==> src/rtl/fp_pkg.sv <==
// Shared binary32 constants and field layout for the FP multiplier.
package fp_pkg;

  localparam int EXP_W  = 8;
  localparam int FRAC_W = 23;
  localparam int MANT_W = FRAC_W + 1;
  localparam int PROD_W = 2 * MANT_W;
  localparam int BIAS   = 127;

  localparam logic [EXP_W-1:0] EXP_MAX = 8'hFF;
  localparam logic [31:0] QNAN    = 32'h7FC00000;
  localparam logic [31:0] POS_INF = 32'h7F800000;

  typedef struct packed {
    logic              sign;
    logic [EXP_W-1:0]  exp;
    logic [FRAC_W-1:0] frac;
  } fp_t;

endpackage

==> src/rtl/fp_mant_mul.sv <==
// Unsigned 24x24 significand multiplier, purely combinational.
module fp_mant_mul
  import fp_pkg::*;
(
  input  logic [MANT_W-1:0] a,
  input  logic [MANT_W-1:0] b,
  output logic [PROD_W-1:0] p
);

  assign p = {{MANT_W{1'b0}}, a} * {{MANT_W{1'b0}}, b};

endmodule

==> src/rtl/fp_multiplier.sv <==
// Binary32 multiplier: RNE rounding, FTZ/DAZ, one registered output stage.
module fp_multiplier
  import fp_pkg::*;
(
  input  logic        clk,
  input  logic        rst_n,
  input  logic [31:0] num1,
  input  logic [31:0] num2,
  output logic [31:0] final_product
);

  fp_t a;
  fp_t b;
  assign a = num1;
  assign b = num2;

  logic nan_a, nan_b, inf_a, inf_b;
  logic zero_a, zero_b, sign;

  assign nan_a  = (a.exp == EXP_MAX) && (a.frac != '0);
  assign nan_b  = (b.exp == EXP_MAX) && (b.frac != '0);
  assign inf_a  = (a.exp == EXP_MAX) && (a.frac == '0);
  assign inf_b  = (b.exp == EXP_MAX) && (b.frac == '0);
  assign zero_a = (a.exp == '0);
  assign zero_b = (b.exp == '0);
  assign sign   = a.sign ^ b.sign;

  logic [PROD_W-1:0] prod;

  fp_mant_mul u_mant_mul (
    .a ({1'b1, a.frac}),
    .b ({1'b1, b.frac}),
    .p (prod)
  );

  logic [9:0]        exp_sum;
  logic [9:0]        exp_fin;
  logic [MANT_W-1:0] mant;
  logic [MANT_W:0]   mant_r;
  logic [FRAC_W-1:0] frac_r;
  logic              guard, rnd, sticky;
  logic              round_up;

  assign exp_sum = {2'b00, a.exp} + {2'b00, b.exp}
                 - 10'(BIAS);

  always_comb begin
    mant   = prod[PROD_W-2 -: MANT_W];
    guard  = prod[22];
    rnd    = prod[21];
    sticky = |prod[20:0];
    if (prod[PROD_W-1]) begin
      mant   = prod[PROD_W-1 -: MANT_W];
      guard  = prod[23];
      rnd    = prod[22];
      sticky = |prod[21:0];
    end
  end

  // Carry out of the rounded significand means it became exactly 2.0.
  assign round_up = guard & (rnd | sticky | mant[0]);
  assign mant_r   = {1'b0, mant} + {{MANT_W{1'b0}}, round_up};
  assign frac_r   = mant_r[MANT_W] ? mant_r[MANT_W-1:1]
                                   : mant_r[FRAC_W-1:0];
  assign exp_fin  = exp_sum
                  + {9'b0, prod[PROD_W-1]}
                  + {9'b0, mant_r[MANT_W]};

  logic        ovf, unf;
  logic [31:0] result;

  assign ovf = $signed(exp_fin) >= 10'sd255;
  assign unf = $signed(exp_fin) <= 10'sd0;

  always_comb begin
    result = {sign, exp_fin[EXP_W-1:0], frac_r};
    if (nan_a || nan_b)
      result = QNAN;
    else if ((inf_a && zero_b) || (zero_a && inf_b))
      result = QNAN;
    else if (inf_a || inf_b || ovf)
      result = {sign, POS_INF[30:0]};
    else if (zero_a || zero_b || unf)
      result = {sign, 31'b0};
  end

  always_ff @(posedge clk or negedge rst_n) begin
    if (!rst_n)
      final_product <= '0;
    else
      final_product <= result;
  end

endmodule

==> config.mk <==
export PLATFORM = sky130hd
export DESIGN_NAME = fp_multiplier
export DESIGN_NICKNAME = d
export VERILOG_FILES = /design/src/rtl/fp_pkg.sv /design/src/rtl/fp_mant_mul.sv /design/src/rtl/fp_multiplier.sv
export SDC_FILE = /design/constraint.sdc
export NUM_CORES = 2
export LEC_CHECK = 0
export CORE_MARGIN = 2
export CORE_UTILIZATION = 35
export DETAILED_ROUTE_END_ITERATION = 8
export PLACE_DENSITY = 0.57
export RECOVER_POWER = 100
export SETUP_SLACK_MARGIN = 0.1
export SLEW_MARGIN = 5
export SYNTH_ARGS = -nofsm -noshare
export SYNTH_HDL_FRONTEND = slang
export SYNTH_HIERARCHICAL = 1
export SYNTH_SLANG_ARGS = --single-unit
==> constraint.sdc <==
create_clock -name clk -period 0.8 [get_ports clk]
set_input_delay 0.12 -clock clk [delete_from_list [all_inputs] [get_ports clk]]
set_output_delay 0.12 -clock clk [all_outputs]
set_load 0.05 [all_outputs]
Word-level counts from Yosys, hierarchy flattened
Cells that the tools add are included.
{"block": "word_totals", "ff_bits": 32, "output_inout_bits": 32, "wordCells": 44}
{"block": "op_classes", "add_sub_neg": 5, "n_mul": 1, "n_lt_le_gt_ge": 2, "n_eq_ne": 2, "mux": 9, "n_bitwise": 4, "n_reduce_logical": 20}
{"cell": "32-bit 2-to-1 mux", "n": 2}
{"cell": "31-bit 2-to-1 mux", "n": 2}
{"cell": "24-bit by 24-bit multiplier with 48-bit output", "n": 1}
{"cell": "23-bit zero test", "n": 2}
{"cell": "23-bit nonzero test", "n": 2}
{"cell": "24-bit by 1-bit adder with 25-bit output", "n": 1}
{"cell": "24-bit 2-to-1 mux", "n": 1}
{"cell": "23-bit 2-to-1 mux", "n": 1}
{"cell": "22-bit OR reduction", "n": 1}
{"cell": "21-bit OR reduction", "n": 1}
{"cell": "10-bit by 1-bit adder with 10-bit output", "n": 2}
{"cell": "8-bit == test, second input constant", "n": 2}
{"cell": "8-bit zero test", "n": 2}
{"cell": "10-bit by 9-bit greater-or-equal comparator with 1-bit output, second input constant", "n": 1}
{"cell": "10-bit by 1-bit <= comparator with 1-bit output, second input constant", "n": 1}
{"cell": "9-bit by 7-bit subtractor with 10-bit output, second input constant", "n": 1}
{"cell": "8-bit by 8-bit adder with 9-bit output", "n": 1}
{"cell": "1-bit logical AND", "n": 6}
{"cell": "1-bit logical OR", "n": 6}
{"cell": "1-bit 2-to-1 mux", "n": 3}
{"cell": "1-bit OR", "n": 2}
{"cell": "1-bit AND", "n": 1}
{"cell": "1-bit bitwise XOR", "n": 1}

Logic depth before layout (Yosys ltp)
{"block": "logic_depth", "depth_word": 14, "mapped_depth": 51, "mapped_depth_nobuf": 43}

Cells and area by module
Netlist, hierarchy kept.
{"mod": "fp_mant_mul", "instances": 1, "cells_each": 2179, "area_each_um2": 19002.0}
{"mod": "fp_multiplier", "instances": 1, "cells_each": 349, "area_each_um2": 3017.9}

Worst setup path after synthesis
OpenSTA, ideal clock, no wires.
{"block": "synth_timing", "path_type": "input -> register", "startpoint": "in num2[3]", "endpoint": "reg final_product[15]", "setup_ns": 0.107, "t_arrival_ns": 11.287, "required_ns": 0.693, "slack_ns": -10.594, "stages": 51, "cell_sequence": "clkbuf_1 -> nand2_1 -> fa_1 -> inv_1 -> fa_1 -> inv_1 -> fa_1 -> inv_1 -> fa_1 -> inv_1 -> fa_1 -> inv_1 -> fa_1 -> inv_1 -> fa_1 -> inv_1 -> ha_1 -> a21oi_1 -> [... 15 more ...] -> nand4_1 -> nor3_1 -> and2_1 -> buf_4 -> nand2_1 -> nor3_4 -> buf_4 -> fa_1 -> inv_1 -> fa_1 -> nand2b_1 -> a211oi_1 -> o21ai_0 -> o211a_1 -> a41o_1 -> or3_4 -> buf_6 -> a2111oi_4"}
{"block": "synth_between", "elab_cells_between_ends": 30, "cone_classes": "3 x add/sub; 1 x mul; 2 x order compare; 9 x mux; 3 x bitwise; 12 x reduce/logical"}
{"element": "from (decl)", "line": "fp_multiplier.sv:8", "source": "input logic [31:0] num2,"}
{"element": "24-bit by 24-bit multiplier with 48-bit output *", "line": "fp_mant_mul.sv:10", "source": "assign p = {{MANT_W{1'b0}}, a} * {{MANT_W{1'b0}}, b};"}
{"element": "net prod[47]", "line": "fp_multiplier.sv:28", "source": "logic [PROD_W-1:0] prod;"}
{"element": "1-bit 2-to-1 mux", "line": "fp_multiplier.sv:52", "source": "if (prod[PROD_W-1]) begin"}
{"element": "1-bit OR (2 in series)", "line": "fp_multiplier.sv:61", "source": "assign round_up = guard & (rnd | sticky | mant[0]);"}
{"element": "1-bit AND", "line": "fp_multiplier.sv:61"}
{"element": "24-bit by 1-bit adder with 25-bit output", "line": "fp_multiplier.sv:62", "source": "assign mant_r = {1'b0, mant} + {{MANT_W{1'b0}}, round_up};"}
{"element": "10-bit by 1-bit adder with 10-bit output", "line": "fp_multiplier.sv:67", "source": "+ {9'b0, mant_r[MANT_W]};"}
{"element": "10-bit by 1-bit <= comparator with 1-bit output", "line": "fp_multiplier.sv:73", "source": "assign unf = $signed(exp_fin) <= 10'sd0;"}
{"element": "1-bit logical OR", "line": "fp_multiplier.sv:83", "source": "else if (zero_a || zero_b || unf)"}
{"element": "31-bit 2-to-1 mux", "line": "fp_multiplier.sv:83"}
{"element": "31-bit 2-to-1 mux *", "line": "fp_multiplier.sv:81", "source": "else if (inf_a || inf_b || ovf)"}
{"element": "32-bit 2-to-1 mux *", "line": "fp_multiplier.sv:79", "source": "else if ((inf_a && zero_b) || (zero_a && inf_b))"}
{"element": "32-bit 2-to-1 mux *", "line": "fp_multiplier.sv:77", "source": "if (nan_a || nan_b)"}
{"element": "net result[15]", "line": "fp_multiplier.sv:70", "source": "logic [31:0] result;"}
{"element": "to (signal assigned)", "line": "fp_multiplier.sv:91", "source": "final_product <= result;"}
{"element": "to (decl)", "line": "fp_multiplier.sv:9", "source": "output logic [31:0] final_product"}
Mark *: on every way through the listed nets, which the timed path passes. The rest lies on a longest branch.

Worst setup path in the final report
{"block": "layout_timing", "startpoint": "in num2[13]", "endpoint": "reg final_product[8]"}
The elaborated chain is that of the path after synthesis.

==> results.md <==
* Routed len/inst at roughly 19 microns
* CP Max Fanout at 7
* Worst Max-Slew Pin Slew at about 0.57 ns
* First-pass GRT wire length at 118600 microns
* # fillers at around 5700
* Total number of vias at between 15000 and 20000
* Most flops, register: final_product
* Buffers on Ports at 97
* TritonCTS buffer count at 5
* Antenna violations before repair at 0
* Top cells by area, synth: fa_1, ha_1, inv_1
* Chip Width at 254.8 microns
* Multi-input logic area at 0.01954 sq mm
* Max Fclk at between 0.1 and 0.15 GHz
* Post-synthesis cell area at approximately 0.022 sq mm
* Root Buffer: clkbuf_16
* Gr usage total at between 20% and 30%
* Mean Syn Cell Area at approximately 8.7 sq um
* Mapped Cells at around 2500
* Worst setup SP type: primary input
* Synth-to-layout area growth at 38.03%
* Syn. warnings at 6
* Longest Clk Path Bufs at 2
* Slowest CP cell: fa_2
* Status: finished with violations
* Failing checks: setup timing
* TritonRoute pass-1 iters at 5
* Dpl hpwl at between 50000 and 60000 microns
* # IOs at slightly below 100
* Max-cap viol count at 0
* CORE AREA at around 0.062 sq mm
* Post-synth EDFFs at 0
* Sequential share of the synthesized area at about 3.6%
* Routed Antenna Nets at 0
* Post-route cell area at a little over 0.03 sq mm
* Most common cell in the netlist: inv_1
* # DRC at 0
* CTS Sinks at 32
* Post-CTS Hold Fix Bufs at 0
* Final hold violation count at 0
* Final setup vio count at 64
* Post-synth top area share at between 40% and 50%
* Delay-heaviest family, CP: adder cells
* Initial DRC count at approximately 1300
* Initial Util at 35.55%
* Ys async rst share at 100.0%
* CP startpoint: num2[13]
* Cell Rows at ~90
* Most used cell, CP: fa_1
* RSZ-0062 raised after global routing: true
* Crit path kind: in -> reg
* Synthesis-stage register bit count at 32
* Vias in the first global route at 21260
* Prevailing post-synth register cell: dfrtp_1
* Worst Path Buf+Inv at 10
* Commonest cells post-synth: inv_1, fa_1, nand2_1
* H-Tree Depth at 2
* Slew Viols, Final at 0
* Drt total wl at around 75000 microns
* Synth area leader: fa_1
* Largest net degree at the start of global routing at 33
* Fin crit share at 1166%
* Worst hold slack at 0.3564 ns
* Rel. slew slack at between 60% and 70%
* Class of the worst hold path: in -> async
* Req. time, crit path at 0.99 ns
* Congestion Overflow GR at 0
* Post-place instance area at about 0.028 sq mm
* Minimum clock period at between 9 and 10 ns
* Post-synth cell types at between 70 and 80
* Share of layout cells above drive strength 1 at 28.28%
* Register area at 835.8 sq um
* Die Area at between 0.06 and 0.07 sq mm
* Placer Congestion at approximately 0.93
* Crit path capture type: flop
* Setup WS pre-CTS at -9.469 ns
* TritonCTS clock tree: done
* Layout Nets at 3794
* Die Y-Extent at 254.8 microns
* Final Worst Setup Slack at -8.531 ns
* Max reg flops at 32
* Via/cell ratio at 4.931
* Leading registers by flop count: final_product x32
* Biggest cell delay along the critical path at about 0.60 ns
* CP arrival at 9.52 ns
* Reg clk slew, reported paths at roughly 0.05 ns
through the flow:
step | util (%) | cells | setup TNS, ns
6_report | 49.07 | 3893 | -264.28
5_1_grt | 49.07 | 3892 | -278.09
4_1_cts | 48.38 | 3877 | -264.65
3_5_place_dp | 44.72 | 3745 | -289.89
3_3_place_gp | 44.72 | 3745 | -281.77
2_1_floorplan | - | 2539 | -281.14
area by class of cell:
| class | instances | share of cell area (%) |
|---|---|---|
| Multi-Input combinational cell | 1815 | 64.29 |
| Timing Repair Buffer | 629 | 21.97 |
| Inverter | 571 | 7.052 |
| Tap cell | 837 | 3.446 |
| Sequential cell | 32 | 2.750 |
| Clock buffer | 8 | 0.4816 |
| Antenna cell | 1 | 0.008233 |
cell usage in the layout, fill, tap and decap left out, types with 6 or more instances in the layout:
master / synthesis / final
a31oi_1: 8 / 8
xor2_1: 38 / 35
a21o_1: 21 / 21
and2_1: 308 / 279
buf_6: 1 / 30
buf_4: 3 / 427
ha_1: 190 / 167
bufbuf_16: 0 / 15
inv_2: 1 / 30
o21ai_2: 0 / 9
inv_1: 570 / 541
conb_1: 1 / 12
buf_2: 4 / 19
xnor2_1: 43 / 40
a21oi_1: 68 / 45
nor3_2: 5 / 7
nand4_1: 27 / 27
nor4_1: 21 / 15
nand2_1: 336 / 329
o21ai_1: 2 / 6
a21oi_2: 1 / 21
clkbuf_16: 0 / 6
o21bai_1: 6 / 6
ha_4: 0 / 20
nor3_1: 13 / 9
fa_1: 484 / 450
nand2b_1: 9 / 7
dfrtp_2: 0 / 28
fa_2: 0 / 34
and3_1: 10 / 9
and2_4: 0 / 29
nand3_1: 27 / 25
buf_12: 0 / 89
nor2_1: 49 / 43
clkdlybuf4s50_1: 0 / 18
o21ai_0: 36 / 23
mux2i_1: 12 / 12
buf_16: 0 / 15
nor2b_1: 9 / 8
timing repair:
item / CTS / global route
buffers inserted: 92 / 16
pin swaps: 120 / 95
setup endpoints to repair: 64 / 64
gates cloned: 33 / 1
resized for setup: 315 / 122
how the worst max path moves through the flow:
| stage | endpoint | slack, ns | cells past startpoint |
|---|---|---|---|
| 2_1_floorplan | final_product[17]$_DFF_PN0_ | -9.24 | 49 |
| 3_3_place_gp | final_product[11]$_DFF_PN0_ | -9.16 | 41 |
| 3_5_place_dp | final_product[11]$_DFF_PN0_ | -9.47 | 40 |
| 4_1_cts | final_product[15]$_DFF_PN0_ | -8.53 | 44 |
| 5_1_grt | final_product[7]$_DFF_PN0_ | -8.95 | 45 |
| 6_report | final_product[8]$_DFF_PN0_ | -8.53 | 45 |
kinds of logic (layout without fill, tap and decap cells):
logic type / Yosys count / after routing / share of synthesized area (%)
AND/OR/NAND/NOR: 840 / 840 / 19.70
other: 1 / 13 / 0.01703
flip-flops: 32 / 32 / 3.637
adder cells (fa/ha/maj): 674 / 674 / 54.80
multiplexers: 13 / 13 / 0.5966
XOR/XNOR: 81 / 81 / 3.222
buffers and inverters: 692 / 1208 / 11.91
AO/OA/AOI/OAI: 195 / 195 / 6.120
routing by layer:
| metal | vias up | global-route usage (%) | share of wire (%) |
|---|---|---|---|
| met3 | 177 | 3.234 | 6.7 |
| met2 | 794 | 40.54 | 48 |
| met1 | 9598 | 30.33 | 41 |
| li1 | 8628 | - | - |
| met5 | - | 0 | 0 |
| met4 | 0 | 8.388 | 4.2 |
Power is left out: the tool's default activity adds up to more than one toggle a clock period on the data nets, which glitch-free logic cannot reach.
==> patch (same settings) <==
The package constant `EXP_MAX` goes from 8'hFF to 8'h7F.
--- a/src/rtl/fp_pkg.sv
+++ b/src/rtl/fp_pkg.sv
@@ -7,7 +7,7 @@
   localparam int PROD_W = 2 * MANT_W;
   localparam int BIAS   = 127;
 
-  localparam logic [EXP_W-1:0] EXP_MAX = 8'hFF;
+  localparam logic [EXP_W-1:0] EXP_MAX = 8'h7F;
   localparam logic [31:0] QNAN    = 32'h7FC00000;
   localparam logic [31:0] POS_INF = 32'h7F800000;
 
Check against the original RTL: not equivalent (a bounded check fails within 4 cycles, from zero or initial values and one cycle with rst_n low).
==> patch against the original RTL <==
  * Global-route usage rose by 0.37 points
  * Worst setup slack got worse by 0.18 ns
  * Area after synthesis fell by 0.21%
  * Sequential cell count did not move
  * Cell area rose by 1.5%
  * The flow still finishes with violations (negative setup slack)
  * Routed wire length rose by 1.5%
Power is not shown: default switching activity piles up to over one toggle a cycle in this logic, so the estimate is an artifact.
==> patch: results (changes against the original RTL) <==
.. list-table::
   :header-rows: 1

   * - Metric
     - Value
   * - Total of endpoints with negative setup slack in the final report
     - 64 (unchanged)
   * - Via count of the first global-routing pass
     - 21700 (+2.0%)
   * - First DRT Iteration DRCs
     - 1140 (-12%)
   * - Global-route usage over all layers
     - 0.239 (+0.00373)
   * - Avg Synthesized Cell Area
     - 8.74 sq um (+0.39%)
   * - Type of the worst min-delay path
     - primary input to asynchronous set/reset pin
   * - Total area of multi-input combinational cells
     - 0.0196 sq mm (+0.14%)
   * - Relative area of clock buffers and inverters in the final design
     - 0.00467 (-0.000151)
   * - Result of the run
     - complete, but fails checks
   * - Max stage delay on crit path
     - 0.58 ns (-0.02 ns)
   * - Global-route wire length before repair
     - 119 mm (+0.64%)
   * - Antenna-violating nets left
     - 0 (unchanged)
   * - Non-clock buffers
     - 658 (+4.6%)
   * - Fraction of the yosys area taken by sequential cells
     - 0.0364 (+0.0000766)
   * - Multi-Input Combinational
     - 1802 (-0.72%)
   * - Setup slack of the critical path after layout
     - -8.71 ns (-0.181 ns)
   * - Clock Buffer Count
     - 5 (-3)
   * - Final total negative setup slack
     - -273.27 ns (-8.99 ns)
   * - Unique cell type count in the Yosys netlist
     - 75 (+2.7%)
   * - Final nets
     - 3808 (+0.37%)
   * - Non-clock inverter total of the final layout
     - 569 (-0.35%)
   * - Hpwl dp
     - 55.0 mm (-1.1%)
   * - Cell types occupying the most area after synthesis
     - sky130_fd_sc_hd__fa_1, sky130_fd_sc_hd__ha_1, sky130_fd_sc_hd__inv_1
   * - Launch point of the critical path
     - num2[9]
   * - Fraction of area in registers
     - 0.0271 (-0.000358)
   * - Area share of buffers outside the clock network
     - 0.230 (+0.0106)
   * - Number of antenna violations at the first check in global routing
     - 2 (+2)
   * - Fillers
     - 5658 (-1.5%)
   * - RD Place Congestion
     - 0.877 (-5.8%)
   * - Largest driver fanout on the critical path
     - 8 (+1)
   * - Share of cells above drive strength 1
     - 0.300 (+0.0176)
   * - Failing checks
     - negative setup slack
   * - Worst-Margin Slew
     - 0.618 ns (+0.0449 ns)
   * - Number of resized instances in the post-cts repair step
     - 383 (+22%)
   * - Overall routed net length
     - 76.1 mm (+1.5%)
   * - Most used standard cells in the synthesized netlist
     - sky130_fd_sc_hd__inv_1, sky130_fd_sc_hd__fa_1, sky130_fd_sc_hd__nand2_1
   * - Setup bufs post-CTS
     - 106 (+15%)
   * - Pre-CTS setup slack
     - -9.32 ns (+0.150 ns)
   * - Tightest hold margin
     - 0.282 ns (-0.0742 ns)
   * - Placed cell areas
     - 0.0277 sq mm (+0.18%)
   * - Yosys Warn Count
     - 6 (unchanged)
   * - Clock transition at path regs
     - 0.05 ns (about the same)
   * - Diode count
     - 2 (+1)
   * - Category of cells accounting for the largest share of critical-path delay
     - adder cells
   * - Sequential standard cell area
     - 837 sq um (+0.15%)
   * - Via density per instance
     - 4.94 (+0.17%)
   * - Worst endpoint data arrival time
     - 9.70 ns (+0.18 ns)
   * - Post-Syn Area
     - 0.0220 sq mm (-0.21%)
   * - WL/cell
     - 19.5 um (+1.1%)
   * - Placed Instances
     - 3729 (-0.43%)
patch: worst max path at each step:
stage                              endpoint  slack [ns]
after floorplan           final_product[13]       -8.97
after global placement    final_product[11]       -9.16
after detailed placement  final_product[11]       -9.32
after CTS                 final_product[13]       -8.45
after global routing       final_product[9]       -9.07
final                     final_product[17]       -8.71
patch: cells by family (layout without fill, tap and decap cells):
kind of cell | after synthesis | count (layout) | share of synthesized area
buffers and inverters | 690 | 1235 | 0.119
DFF | 32 | 32 | 0.0364
adders and majority gates | 674 | 674 | 0.549
muxes | 20 | 20 | 0.00939
AOI/OAI and AO/OA | 196 | 196 | 0.0600
other | 1 | 14 | 0.000171
xor gates and xnor gates | 81 | 81 | 0.0326
and+or+nand+nor | 819 | 819 | 0.193
patch: layer usage:
layer / global-route usage / part of all wire / up-vias
met3: 0.0362 / 0.066 / 196
met4: 0.101 / 0.053 / 0
met1: 0.295 / 0.40 / 9725
met5: 0 / 0 / -
met2: 0.417 / 0.48 / 711
li1: - / - / 8672
